[config.mk]
export PLATFORM = sky130hd
export DESIGN_NAME = mouse_trackball_flat
export DESIGN_NICKNAME = d
export VERILOG_FILES = /design/src/rtl/mouse_trackball_pkg.sv /design/src/rtl/mouse_trackball_if.sv /design/src/rtl/trackball_axis.sv /design/src/rtl/mouse_trackball.sv /design/src/flat_wrapper.sv
export SDC_FILE = /design/constraint.sdc
export NUM_CORES = 1
export LEC_CHECK = 0
export CORE_ASPECT_RATIO = 1.25
export CORE_MARGIN = 1.5
export CORE_UTILIZATION = 39
export DETAILED_ROUTE_END_ITERATION = 10
export DONT_BUFFER_PORTS = 1
export GPL_TIMING_DRIVEN = 0
export PLACE_DENSITY = 0.63
export SLEW_MARGIN = 20
export SYNTH_ARGS = -nofsm -noshare
export SYNTH_HDL_FRONTEND = slang
export SYNTH_SLANG_ARGS = --single-unit
[constraint.sdc]
create_clock -name clk_sys -period 9.5 [get_ports clk_sys]
set_input_delay 0.475 -clock clk_sys [delete_from_list [all_inputs] [get_ports clk_sys]]
set_output_delay 0.475 -clock clk_sys [all_outputs]
set_load 0.005 [all_outputs]
[src/rtl/mouse_trackball_pkg.sv]
// Shared types, ps2_mouse field positions and saturating arithmetic for mouse_trackball.
package mouse_trackball_pkg;

  typedef enum logic [1:0] {IDLE, SETUP, STEP} drain_state_t;

  localparam int unsigned PKT_TOGGLE_BIT = 24;
  localparam int unsigned Y_BYTE_HI      = 23;
  localparam int unsigned Y_BYTE_LO      = 16;
  localparam int unsigned X_BYTE_HI      = 15;
  localparam int unsigned X_BYTE_LO      = 8;
  localparam int unsigned Y_SIGN_BIT     = 5;
  localparam int unsigned X_SIGN_BIT     = 4;
  localparam int unsigned BTN_BIT        = 0;

  // acc + d - step, clamped symmetrically so the most negative code never appears
  function automatic logic signed [31:0] sat_add(input logic signed [31:0] acc,
                                                 input logic signed [31:0] d,
                                                 input logic signed [31:0] step,
                                                 input int unsigned        w);
    logic signed [31:0] lim;
    logic signed [31:0] sum;
    lim = (32'sd1 <<< (w - 1)) - 32'sd1;
    sum = acc + d - step;
    if (sum > lim)  return lim;
    if (sum < -lim) return -lim;
    return sum;
  endfunction

endpackage

[src/rtl/mouse_trackball_if.sv]
// Bus between hps_io/core glue (master) and mouse_trackball (slave).
interface mouse_trackball_if;
  logic [24:0] ps2_mouse;
  logic        flip;
  logic [7:0]  trakball_o;
  logic        fire_o;
  logic        busy_o;

  modport master (output ps2_mouse, flip, input trakball_o, fire_o, busy_o);
  modport slave  (input ps2_mouse, flip, output trakball_o, fire_o, busy_o);
endinterface

[src/rtl/trackball_axis.sv]
// One trackball axis: signed motion accumulator drained into dir/clk quadrature bits.
// MOUSE_TRACKBALL_ACCEL_EN doubles deltas whose magnitude exceeds ACCEL_THR.
module trackball_axis
  import mouse_trackball_pkg::*;
#(
  parameter int ACC_W     = 12,
  parameter int ACCEL_THR = 16
) (
  input  logic       clk_sys,
  input  logic       reset_n,
  input  logic       tick,
  input  logic       pkt,
  input  logic       flip,
  input  logic       sign_bit,
  input  logic [7:0] mag,
  output logic       dir,
  output logic       clk_q,
  output logic       nonzero
);

  drain_state_t             state;
  logic signed [ACC_W-1:0]  acc;
  logic signed [ACC_W-1:0]  d_raw;
  logic signed [ACC_W-1:0]  d_flip;
  logic signed [ACC_W-1:0]  d;
  logic                     acc_pos;
  logic                     do_step;
  int                       step_i;
  logic signed [31:0]       sum;

  always_comb begin
    d_raw  = {{(ACC_W-9){sign_bit}}, sign_bit, mag};
    d_flip = flip ? -d_raw : d_raw;
`ifdef MOUSE_TRACKBALL_ACCEL_EN
    d = (int'(d_flip) > ACCEL_THR || int'(d_flip) < -ACCEL_THR) ? (d_flip <<< 1) : d_flip;
`else
    d = d_flip;
`endif
  end

  // A packet can land between the IDLE decision and the STEP tick; only step
  // when acc still points the way dir was set, otherwise fall back to IDLE.
  always_comb begin
    nonzero = (acc != '0);
    acc_pos = nonzero && !acc[ACC_W-1];
    do_step = tick && (state == STEP) && nonzero && (acc_pos == dir);
    step_i  = 0;
    if (do_step) step_i = dir ? 1 : -1;
    sum = sat_add(int'(acc), pkt ? int'(d) : 0, step_i, ACC_W);
  end

  always_ff @(posedge clk_sys or negedge reset_n) begin
    if (!reset_n) begin
      acc   <= '0;
      state <= IDLE;
      dir   <= 1'b0;
      clk_q <= 1'b0;
    end else begin
      acc <= sum[ACC_W-1:0];
      if (tick) begin
        unique case (state)
          IDLE: begin
            if (nonzero) begin
              if (acc_pos != dir) begin
                dir   <= acc_pos;
                state <= SETUP;
              end else begin
                state <= STEP;
              end
            end
          end
          SETUP: state <= STEP;
          STEP: begin
            if (do_step) clk_q <= ~clk_q;
            state <= IDLE;
          end
          default: state <= IDLE;
        endcase
      end
    end
  end

endmodule

[src/rtl/mouse_trackball.sv]
// PS/2 mouse packets to centipede quadrature trackball bits, in clk_sys.
// Optional MOUSE_TRACKBALL_ACCEL_EN enables delta doubling above ACCEL_THR.
module mouse_trackball
  import mouse_trackball_pkg::*;
#(
  parameter int ACC_W     = 12,
  parameter int STEP_DIV  = 4,
  parameter int ACCEL_THR = 16
) (
  input  logic           clk_sys,
  input  logic           reset_n,
  mouse_trackball_if.slave bus
);

  localparam int PW = (STEP_DIV > 1) ? $clog2(STEP_DIV) : 1;

  logic [PW-1:0] presc;
  logic          tick;
  logic          toggle_q;
  logic          pkt;
  logic          dirx, clkx, nzx;
  logic          diry, clky, nzy;

  assign tick = (presc == PW'(STEP_DIV - 1));
  assign pkt  = bus.ps2_mouse[PKT_TOGGLE_BIT] ^ toggle_q;

  always_ff @(posedge clk_sys or negedge reset_n) begin
    if (!reset_n) begin
      presc      <= '0;
      toggle_q   <= 1'b0;
      bus.fire_o <= 1'b1;
      bus.busy_o <= 1'b0;
    end else begin
      presc      <= tick ? '0 : presc + 1'b1;
      toggle_q   <= bus.ps2_mouse[PKT_TOGGLE_BIT];
      bus.fire_o <= ~bus.ps2_mouse[BTN_BIT];
      bus.busy_o <= nzx | nzy;
    end
  end

  trackball_axis #(.ACC_W(ACC_W), .ACCEL_THR(ACCEL_THR)) u_axis_x (
    .clk_sys (clk_sys),
    .reset_n (reset_n),
    .tick    (tick),
    .pkt     (pkt),
    .flip    (bus.flip),
    .sign_bit(bus.ps2_mouse[X_SIGN_BIT]),
    .mag     (bus.ps2_mouse[X_BYTE_HI:X_BYTE_LO]),
    .dir     (dirx),
    .clk_q   (clkx),
    .nonzero (nzx)
  );

  trackball_axis #(.ACC_W(ACC_W), .ACCEL_THR(ACCEL_THR)) u_axis_y (
    .clk_sys (clk_sys),
    .reset_n (reset_n),
    .tick    (tick),
    .pkt     (pkt),
    .flip    (bus.flip),
    .sign_bit(bus.ps2_mouse[Y_SIGN_BIT]),
    .mag     (bus.ps2_mouse[Y_BYTE_HI:Y_BYTE_LO]),
    .dir     (diry),
    .clk_q   (clky),
    .nonzero (nzy)
  );

  // dir/clk are flops inside the axes, so the packed output is registered
  assign bus.trakball_o = {dirx, dirx, clkx, clkx, diry, diry, clky, clky};

endmodule

[src/flat_wrapper.sv]
// flat-port wrapper written by rule: the top's interface ports become plain ports
module mouse_trackball_flat import mouse_trackball_pkg::*;
#(
  parameter int ACC_W     = 12,
  parameter int STEP_DIV  = 4,
  parameter int ACCEL_THR = 16
)
  (clk_sys, reset_n, bus_ps2_mouse, bus_flip, bus_trakball_o, bus_fire_o, bus_busy_o);
  mouse_trackball_if bus_i ();
  input  logic clk_sys;
  input  logic reset_n;
  input wire logic [$bits(bus_i.ps2_mouse)-1:0] bus_ps2_mouse;
  input wire logic [$bits(bus_i.flip)-1:0] bus_flip;
  output wire logic [$bits(bus_i.trakball_o)-1:0] bus_trakball_o;
  output wire logic [$bits(bus_i.fire_o)-1:0] bus_fire_o;
  output wire logic [$bits(bus_i.busy_o)-1:0] bus_busy_o;
  assign bus_i.ps2_mouse = bus_ps2_mouse;
  assign bus_i.flip = bus_flip;
  assign bus_trakball_o = bus_i.trakball_o;
  assign bus_fire_o = bus_i.fire_o;
  assign bus_busy_o = bus_i.busy_o;
  mouse_trackball #(.ACC_W(ACC_W), .STEP_DIV(STEP_DIV), .ACCEL_THR(ACCEL_THR)) u_core (.clk_sys(clk_sys), .reset_n(reset_n), .bus(bus_i));
endmodule
==> flow_summary.yaml <==
synthesis:
  synth_area_per_cell_um2: 8.67
  synth_area_um2: 4390
  synth_top_area_share_pct: 20.5
  yosys_warnings: 0
  syn-num-nets: 597
  synthCells: 506
  yosys_most_used_dff: "dfrtp_1"
  ys_ff_latch: 37
  synth_area_leaders: "dfrtp_1 21%, fa_1 15%, ha_1 8.8%, inv_1 6.1%, nand2_1 3.4%"
  synth_edf_count: 0
  synth.distinct_cells: 73
  synth-async-reset-ratio_pct: 100
  seq_area_frac_synth_pct: 21.1
  synth_top_area_cell: "dfrtp_1"
min_path:
  hp-class: "primary input to asynchronous set/reset pin"
timing:
  finalHoldViolations: 0
  slew_violations: 0
  tightest_slew_ps: 571
  min_period_over_period_pct: 69.7
  setup_ws_ps: 2880
  setup_viol: 0
  skew_ps: 4.63
  relSlewSlack_pct: 61.6
  max_freq_ghz: 0.151
  timing.final.crit_period_ps: 6620
  fin_setup_tns_ps: 0
  rsz0062_at_grt: "false"
worst_setup_path:
  crit_path_end: "u_core.u_axis_x.acc[3]"
  crit_start: "u_core.u_axis_x.acc[9]"
  crit_arrival_ps: 6780
  r2r_start: "u_core.u_axis_x.acc[9]"
  r2r_end: "u_core.u_axis_x.acc[3]"
  startpoint_type: "flop"
  path_class: "flop to flop"
  crit_required_ps: 9650
  cp-end-kind: "flop"
  reg2reg_slack_ps: 2880
  worstPathMaxFanout: 10
  reg2regPathDepth: 25
placement:
  dpl.hpwl_mm: 8.26
  place_area_um2: 4560
  pre_cts_ws_ps: 2900
  gp_congestion: 0.885
  portBuffers: 0
die:
  io_pins: 38
  rows: 43
  die_x_um: 97.9
  core_area_um2: 11000
  dieHeight_um: 122
  die_area_um2: 11900
  start_util_pct: 39.8
route:
  vias_per_cell: 5.47
  wl_per_cell_um: 15.3
  drtIter0Drc: 125
  drc: 0
  wl_mm: 9.95
  antenna_left: 0
  dr.pass1.iters: 4
  vias: 3554
cts:
  cts-root-buf: "clkbuf_16"
  cts_setup_buffers: 0
  cts_tree: "yes"
  insertion_delay_ps: 280
  cts_made_buffers: 5
  clkTransAtPathRegs_ps: 60
  clockBufferDepth: 2
  clock-sinks: 37
  cts_htree_levels: 2
finish:
  design_area_um2: 4750
  nFillCells: 1084
  final_nets: 605
  n_antenna_cell: 0
  syn_to_final_growth_pct: 8.21
  drive_gt1_share_pct: 8.93
grt:
  grt_pass1_wl_mm: 17.1
  antenna_found_initial: 0
  grt_overflow_total: 0
  grt_pass1_vias: 3675
  grt.total_usage_pct: 17.7
  grt_max_degree: 37
run_status:
  status: "completed"
run:
  cap_violations: 0
-- kinds of logic after synthesis --
logic type,after synthesis,synth area share (%)
simple gates,158,19.3
compound gates,122,20.0
fa+ha+maj,63,23.4
flops,37,21.1
mux,4,0.941
buf+inv,90,8.76
xor+xnor,32,6.39
-- cells in the mapped netlist (6+ instances only) --
| cell type | n |
|---|---|
| clkbuf_1 | 6 |
| nor2b_1 | 9 |
| dfrtp_1 | 36 |
| a21oi_1 | 21 |
| xnor2_1 | 17 |
| o21ai_0 | 30 |
| o31ai_1 | 7 |
| nor3_1 | 8 |
| a21o_1 | 14 |
| nand2b_1 | 11 |
| nor4_1 | 11 |
| inv_1 | 71 |
| ha_1 | 31 |
| buf_4 | 10 |
| nand4_1 | 7 |
| o211ai_1 | 6 |
| nor2_1 | 31 |
| nand3_1 | 9 |
| fa_1 | 32 |
| xor2_1 | 15 |
| nand2_1 | 40 |
-- cell usage in the layout, fill, tap and decap left out, types with 15 or more instances in the layout --
cell type,n
dfrtp_1,36
fa_1,32
o21ai_0,30
a21oi_1,21
ha_1,31
nand2_1,40
xor2_1,15
nor2_1,31
xnor2_1,17
inv_1,71
-- final cells by class --
| type | count | area (µm²) | area share [%] |
|---|---|---|---|
| plain buffers | 19 | 118 | 2.48 |
| multi-input cells | 379 | 3080 | 64.8 |
| flip-flops and latches | 37 | 927 | 19.5 |
| well taps | 135 | 169 | 3.56 |
| clock inverters | 3 | 46.3 | 0.975 |
| clock buffers | 5 | 125 | 2.64 |
| inverters | 71 | 267 | 5.61 |
| repair buffers | 1 | 20.0 | 0.422 |
-- per-stage QoR --
stage                     utilization (%)  hold slack [ps]  instances
after detailed placement             41.3              182        641
after CTS                            43.0             26.9        650
after global placement               41.3              182        641
after global routing                 43.0             19.9        650
final                                43.0             30.0        650
after floorplan                         -              179        506
-- sequential cells by signal, summed over array words and instances, names as in the netlist --
| name | cells |
|---|---|
| u_core.u_axis_x.state | 2 |
| u_core.u_axis_x.clk_q | 1 |
| u_core.u_axis_x.dir | 1 |
| u_core.u_axis_y.dir | 1 |
| u_core.bus.fire_o | 1 |
| u_core.u_axis_y.state | 2 |
| u_core.u_axis_y.clk_q | 1 |
| u_core.presc | 2 |
| u_core.toggle_q | 1 |
| u_core.u_axis_y.acc | 12 |
| u_core.bus.busy_o | 1 |
| u_core.u_axis_x.acc | 12 |
-- how the worst min path moves through the flow --
| stage | from | endpoint |
|---|---|---|
| floorplan | reset_n | u_core.bus.busy_o |
| global placement | reset_n | u_core.u_axis_x.clk_q |
| detailed placement | reset_n | u_core.u_axis_x.clk_q |
| finish | reset_n | u_core.u_axis_x.acc[10] |
| CTS | reset_n | u_core.bus.fire_o |
| global route | reset_n | u_core.bus.fire_o |
-- what timing repair did --
| item | CTS | global route |
|---|---|---|
| gates resized for setup | 0 | 0 |
| hold buffers | 1 | 0 |
| endpoints found under the hold margin | 36 | 0 |
-- per-layer routing --
layer	vias to the layer above	part of all wire [%]	global-route usage, %
met5	-	0	0
met4	0	3.0	6.07
met3	25	1.6	2.35
met2	33	53	32.5
met1	1730	42	21.1
li1	1766	-	-
-- worst max-delay path, stage by stage (launching register included) --
cell	delay, ps
dfrtp_1	420
nor4_1	380
and3_1	300
nor2_1	80
nand3_1	100
or3_1	320
inv_1	330
fa_1	600
inv_1	50
ha_1	320
nor2b_1	160
o31a_1	250
and2_1	200
o311ai_1	420
nand3b_1	140
a21o_1	230
a21o_1	190
fa_1	450
nor2_1	120
nand4_1	100
nor4b_1	420
nand2_1	110
o31ai_1	320
buf_4	240
a21oi_1	70
o21bai_1	180
Power is left out: the tool's default activity adds up to more than one toggle a clock period on the data nets, which glitch-free logic cannot reach.
